### src/rtl/pc_fetch.sv
// Instruction-fetch stage: owns the word-addressed PC, runs the req/ack
// handshake to instruction memory and presents instruction/pc+1 to IF/ID.
module pc_fetch #(
  parameter logic [31:0] RESET_PC = 32'h0000_0000,
  parameter logic [31:0] NOP_WORD = 32'h0000_0013
) (
  input  logic        clk,
  input  logic        rst,
  input  logic        stall_i,
  input  logic        branchFlag_i,
  input  logic [31:0] branchTarget_i,
  output logic        memReq_o,
  output logic [31:0] memAddr_o,
  input  logic        memAck_i,
  input  logic [31:0] memData_i,
  output logic [31:0] pcPlusOne_o,
  output logic [31:0] instruction_o,
  output logic        stallReq_o,
  output logic [1:0]  dbgState_o
);

  // Handshake: memReq_o stays high with memAddr_o stable until memAck_i;
  // an ack is consumed only in S_FETCH, and acks while memReq_o=0 are ignored.
  typedef enum logic [1:0] {
    S_BOOT  = 2'd0,
    S_FETCH = 2'd1,
    S_HOLD  = 2'd2
  } state_t;

  state_t      r_state;
  logic [31:0] r_pc;
  logic [31:0] r_inst_buf;
  logic        r_redir_pend;
  logic [31:0] r_redir_tgt;

  state_t      w_state_nxt;
  logic [31:0] w_pc_nxt;
  logic [31:0] w_inst_buf_nxt;
  logic        w_redir_pend_nxt;
  logic [31:0] w_redir_tgt_nxt;
  logic [31:0] w_pc_inc;

  assign w_pc_inc   = r_pc + 32'd1;
  assign memAddr_o  = r_pc;
  assign dbgState_o = r_state;

  always_ff @(posedge clk or negedge rst) begin
    if (!rst) begin
      r_state      <= S_BOOT;
      r_pc         <= RESET_PC;
      r_inst_buf   <= NOP_WORD;
      r_redir_pend <= 1'b0;
      r_redir_tgt  <= 32'd0;
    end else begin
      r_state      <= w_state_nxt;
      r_pc         <= w_pc_nxt;
      r_inst_buf   <= w_inst_buf_nxt;
      r_redir_pend <= w_redir_pend_nxt;
      r_redir_tgt  <= w_redir_tgt_nxt;
    end
  end

  always_comb begin
    w_state_nxt      = r_state;
    w_pc_nxt         = r_pc;
    w_inst_buf_nxt   = r_inst_buf;
    w_redir_pend_nxt = r_redir_pend;
    w_redir_tgt_nxt  = r_redir_tgt;
    memReq_o         = 1'b0;
    stallReq_o       = 1'b1;
    instruction_o    = NOP_WORD;
    pcPlusOne_o      = 32'd0;

    case (r_state)
      S_BOOT: begin
        if (branchFlag_i) begin
          w_pc_nxt         = branchTarget_i;
          w_redir_pend_nxt = 1'b0;
        end
        w_state_nxt = S_FETCH;
      end

      S_FETCH: begin
        memReq_o = 1'b1;
        if (branchFlag_i) begin
          // An outstanding request cannot be withdrawn, so remember the
          // target and retire the request before moving the PC.
          if (memAck_i) begin
            w_pc_nxt         = branchTarget_i;
            w_redir_pend_nxt = 1'b0;
          end else begin
            w_redir_pend_nxt = 1'b1;
            w_redir_tgt_nxt  = branchTarget_i;
          end
        end else if (memAck_i) begin
          if (r_redir_pend) begin
            w_pc_nxt         = r_redir_tgt;
            w_redir_pend_nxt = 1'b0;
          end else begin
            instruction_o = memData_i;
            pcPlusOne_o   = w_pc_inc;
            stallReq_o    = 1'b0;
            if (stall_i) begin
              w_inst_buf_nxt = memData_i;
              w_state_nxt    = S_HOLD;
            end else begin
              w_pc_nxt = w_pc_inc;
            end
          end
        end
      end

      S_HOLD: begin
        stallReq_o    = 1'b0;
        instruction_o = r_inst_buf;
        pcPlusOne_o   = w_pc_inc;
        if (branchFlag_i) begin
          w_pc_nxt         = branchTarget_i;
          w_redir_pend_nxt = 1'b0;
          w_state_nxt      = S_FETCH;
        end else if (!stall_i) begin
          w_pc_nxt    = w_pc_inc;
          w_state_nxt = S_FETCH;
        end
      end

      default: begin
        w_state_nxt = S_BOOT;
      end
    endcase
  end

endmodule

### config.mk
export PLATFORM = sky130hd
export DESIGN_NAME = pc_fetch
export DESIGN_NICKNAME = d
export VERILOG_FILES = /design/src/rtl/pc_fetch.sv
export SDC_FILE = /design/constraint.sdc
export NUM_CORES = 1
export LEC_CHECK = 0
export CAP_MARGIN = 30
export CORE_ASPECT_RATIO = 1.75
export CORE_MARGIN = 10
export CORE_UTILIZATION = 54
export DETAILED_ROUTE_END_ITERATION = 8
export GPL_ROUTABILITY_DRIVEN = 0
export MAX_ROUTING_LAYER = met4
export PLACE_DENSITY = 0.89
export SLEW_MARGIN = 0
export SYNTH_ARGS = -nofsm -noshare
export SYNTH_HDL_FRONTEND = slang
export SYNTH_SLANG_ARGS = --single-unit
### constraint.sdc
create_clock -name clk -period 3.9 [get_ports clk]
set_input_delay 0.78 -clock clk [delete_from_list [all_inputs] [get_ports clk]]
set_output_delay 0.78 -clock clk [all_outputs]
set_load 0.02 [all_outputs]
==> results summary <==
The core footprint came out at ~12,000 um^2. The number of antenna violations at the first check in global routing was 1. The HPWL after detailed placement is 16,800 um.

The count of unique library cells instantiated by Yosys came out at 77. The cell sitting at the root of the clock tree is a sky130_fd_sc_hd__clkbuf_16. The startpoint identified for the worst register-to-register timing path is dbgState_o[0]$_DFFE_PN0P_. The cell repeated most along the worst path is sky130_fd_sc_hd__and3_1. The kind of cell adding the most delay to the critical path is simple AND/OR/NAND/NOR gates. The number of maximum-capacitance constraint violations is 0. The number of setup violations in the final report came out at 0. The clock transition at the registers of the reported paths is around 0.07 ns. The type of the setup path with the least slack is reg2out. The average wire length per cell after detail routing is around 22 um. The count of nets left with antenna violations after detail routing came out at 0. The count of pins over their slew limit was 0. Counting every sink on the clock net gives 99. The number of enable flip-flop cells after synthesis is 0. The summed instance area of the synthesized netlist is 6670 um^2.

In this design, the stage delay of the slowest critical-path cell is 0.66 ns. The overall die area came out at 17,400 um^2. TritonCTS built the clock tree. Setup repair after global routing left no endpoint under its margin.

The ratio of routed vias to standard cells came out at roughly 6.5. The worst setup path is launched from a flip-flop. The first-pass GRT wire length is 37,200 um. The via count of the first global-routing pass is a little over 7,000. The maximum VDD drop is 0.464 mV. The top-level I/O count came out at roughly 170.

The detailed-router iteration count before antenna repair came out at 7. The number of hold-slack violations in the final timing report is 0. The post-CTS setup buffer count is 0.

Across the routed clock network, the largest skew measured is between 0.006 and 0.007 ns. The signal arrival time at the worst endpoint is 3.03 ns. For the worst setup path, the data required time is 3.12 ns. The worst slew margin relative to its limit is about 29%. The total power divided by cell area is 732 nW/um^2. In the layout the commonest cells are 167 x sky130_fd_sc_hd__clkdlybuf4s50_1, 96 x sky130_fd_sc_hd__dfrtp_1, 92 x sky130_fd_sc_hd__nor2_1.

The initial standard-cell utilization of the core came out at 55.3%. The maximum fanout count along the critical path is 9. The number of buffers inserted by hold repair at cts came out at 0. Setup total negative slack on the finished layout was measured at 0 ns.

The worst-margin pin slew is 1.07 ns. The count of input and output buffers is 168. The standby leakage power is 3.41 nW. The die boundary height is ~170 um. The synthesis-to-finish area growth is 32.3%. The synthesis warning total is 0. The synthesized net count came out at 810. Clock tree synthesis inserted a total of 9 buffers. The mean instance size in the synthesized netlist is ~9 um^2.

The path class of the tightest hold or removal check is in2async. Leaving out fill and tap cells, the most frequent cell in the layout is sky130_fd_sc_hd__clkdlybuf4s50_1. Clock latency on the worst-skew pair, taken at its later pin, is approximately 0.35 ns.

The number of resized instances in the post-cts repair step came out at 0. The run finished with clean final reports. The slowest stage of the critical path belongs to the cell sky130_fd_sc_hd__clkdlybuf4s50_1. The worst hold margin is 0.377 ns. Traced cell by cell, the critical path runs through and3_1, and3_1, nand3_1, or3_1, a21oi_1, clkdlybuf4s50_1.

The clock period minus final worst setup slack is between 3 and 4 ns. For this run the aggregate overflow at the end of global routing stands at 0. The clock tree synthesis step divided the H-tree into 3 levels. The maximum number of pins on one net before global-route repair is 51.

The fraction of layout cells with a size suffix above 1 came out at 12.6%. The final worst-path cycle share is 97.8%. Prior to clock tree synthesis, the placed netlist has a worst setup slack of 0.291 ns.

No sink is reached through more buffers than the 2 on the longest clock path. Across all layers, the routed design uses between 6,000 and 7,000 vias. The post-detailed-route DRC marker count is 0. The total area of multi-input combinational cells came out at 3860 um^2. The number of synthesized register bits came out at just under 100. The maximum frequency from static timing analysis is about 260 MHz.

The DRC violation total after the first TritonRoute iteration is between 800 and 900. The launching element of the worst setup path is memAddr_o[2]$_DFFE_PN0P_. The register cell area after layout came out at ~2500 um^2. For this run, the total global-route usage over all layers was measured as 26.5%. In the synthesized netlist, the number of instances is 736. The buffer and inverter count on the worst path came out at 1. In the post-route analysis, the smallest setup slack over all paths is 0.0857 ns. The net count reported at finish is 949.

The final wirelength is 23,400 um. STA classifies the critical path endpoint as a primary output. The number of standard-cell rows in the floorplan came out at 53. The die span in x came out at about 100 um.

The most used flip-flop cell after synthesis is sky130_fd_sc_hd__dfrtp_1. The portion of the post-synthesis area used by sequential elements is 37.2%. The fraction of registers with async set or reset after synthesis is 100%. The filler cells instantiated in the layout total approximately 900.
worst paths after layout:
check	end	slack, ns	cells after the start
worst max-delay path	pcPlusOne_o[31]	0.09	6
worst min-delay path	r_inst_buf[24]$_DFFE_PN0P_	0.38	1
worst max register to register	memAddr_o[31]$_DFFE_PN0P_	0.88	8
worst min register to register	r_inst_buf[31]$_DFFE_PN0P_	0.50	1
max in group asynchronous	r_redir_tgt[31]$_DFFE_PN0P_	2.89	2
min in group clk	r_inst_buf[31]$_DFFE_PN0P_	0.50	1
report_power, final:
part           switching [mW]  internal, mW
clock network           0.409         0.564
logic                    1.88          1.48
registers               0.593          1.53
total                    2.88          3.58
layout make-up:
| type | instances | share of cell area, % |
|---|---|---|
| multi-input cells | 559 | 43.8 |
| flip-flops and latches | 99 | 28.1 |
| repair buffers | 193 | 21.5 |
| clock buffers | 10 | 2.59 |
| well taps | 165 | 2.34 |
| clock inverters | 6 | 1.02 |
| inverters | 12 | 0.553 |
| repair inverters | 1 | 0.0850 |
| diodes | 1 | 0.0283 |
cell families after synthesis:
group,count (synthesis),synth area share [%]
muxes,68,11.4
adders and majority gates,5,0.937
xor gates and xnor gates,38,4.99
AOI/OAI and AO/OA,188,20.4
and+or+nand+nor,260,19.9
buffers and inverters,78,5.29
DFF,99,37.2
routing by layer:
metal  track usage (%)  vias up  share of wire (%)
met5                 -        -                  0
met2              44.5      473                 51
li1                  -     2990                  -
met4              16.5        0                5.0
met1              27.2     3218                 34
met3              6.45      109                9.8
worst register-to-register path, cell delays in order, from the launching register on:
cell                       delay, ns
sky130_fd_sc_hd__dfrtp_1        0.41
sky130_fd_sc_hd__inv_1          0.13
sky130_fd_sc_hd__ha_2           0.21
sky130_fd_sc_hd__buf_4          0.43
sky130_fd_sc_hd__or3b_1         0.43
sky130_fd_sc_hd__nor4b_2        0.47
sky130_fd_sc_hd__nor3b_1        0.29
sky130_fd_sc_hd__or4b_1         0.46
sky130_fd_sc_hd__nand4b_1       0.12
Yosys cell counts, types with 4 or more instances:
cell type / n / area share, %
sky130_fd_sc_hd__a21o_1: 4 / 0.45
sky130_fd_sc_hd__a21oi_1: 22 / 1.6
sky130_fd_sc_hd__a221o_1: 5 / 0.75
sky130_fd_sc_hd__a221oi_1: 5 / 0.66
sky130_fd_sc_hd__a22o_1: 7 / 0.92
sky130_fd_sc_hd__a22oi_1: 39 / 4.4
sky130_fd_sc_hd__a31oi_1: 10 / 0.94
sky130_fd_sc_hd__and2_1: 5 / 0.47
sky130_fd_sc_hd__and3_1: 11 / 1.0
sky130_fd_sc_hd__and4_1: 4 / 0.52
sky130_fd_sc_hd__buf_1: 9 / 0.51
sky130_fd_sc_hd__buf_2: 27 / 2.0
sky130_fd_sc_hd__clkbuf_1: 25 / 1.4
sky130_fd_sc_hd__dfrtp_1: 96 / 36
sky130_fd_sc_hd__ha_1: 5 / 0.94
sky130_fd_sc_hd__inv_1: 12 / 0.67
sky130_fd_sc_hd__mux2_1: 18 / 3.0
sky130_fd_sc_hd__mux2_2: 45 / 7.6
sky130_fd_sc_hd__mux2i_1: 5 / 0.75
sky130_fd_sc_hd__nand2_1: 59 / 3.3
sky130_fd_sc_hd__nand2b_1: 8 / 0.75
sky130_fd_sc_hd__nand3_1: 20 / 1.5
sky130_fd_sc_hd__nand4_1: 9 / 0.84
sky130_fd_sc_hd__nor2_1: 92 / 5.2
sky130_fd_sc_hd__nor2b_1: 6 / 0.56
sky130_fd_sc_hd__nor3_1: 11 / 0.82
sky130_fd_sc_hd__nor4_1: 6 / 0.56
sky130_fd_sc_hd__o211ai_1: 15 / 1.7
sky130_fd_sc_hd__o21ai_0: 23 / 1.7
sky130_fd_sc_hd__o21ai_1: 8 / 0.60
sky130_fd_sc_hd__o221ai_1: 9 / 1.2
sky130_fd_sc_hd__o22ai_1: 4 / 0.37
sky130_fd_sc_hd__o31a_1: 4 / 0.52
sky130_fd_sc_hd__o31ai_1: 7 / 0.79
sky130_fd_sc_hd__or3_1: 4 / 0.37
sky130_fd_sc_hd__xnor2_1: 22 / 2.9
sky130_fd_sc_hd__xor2_1: 16 / 2.1
registers in the layout, summed over array words and instances (netlist names):
name and flops:
dbgState_o 2, r_redir_pend 1, memAddr_o 32, r_inst_buf 32, r_redir_tgt 32
per-stage QoR:
| stage | cells | power, mW | instance area [um^2] | utilization [%] |
|---|---|---|---|---|
| detailed placement | 1028 | 5.37 | 8490 | 70.3 |
| global route | 1046 | 6.79 | 8830 | 73.2 |
| global placement | 1027 | 5.18 | 8460 | 70.1 |
| floorplan | 736 | 4.09 | 6670 | - |
| CTS | 1044 | 6.36 | 8810 | 73.0 |
| finish | 1046 | 6.46 | 8830 | 73.2 |
Power figures use the tool's default switching activity.
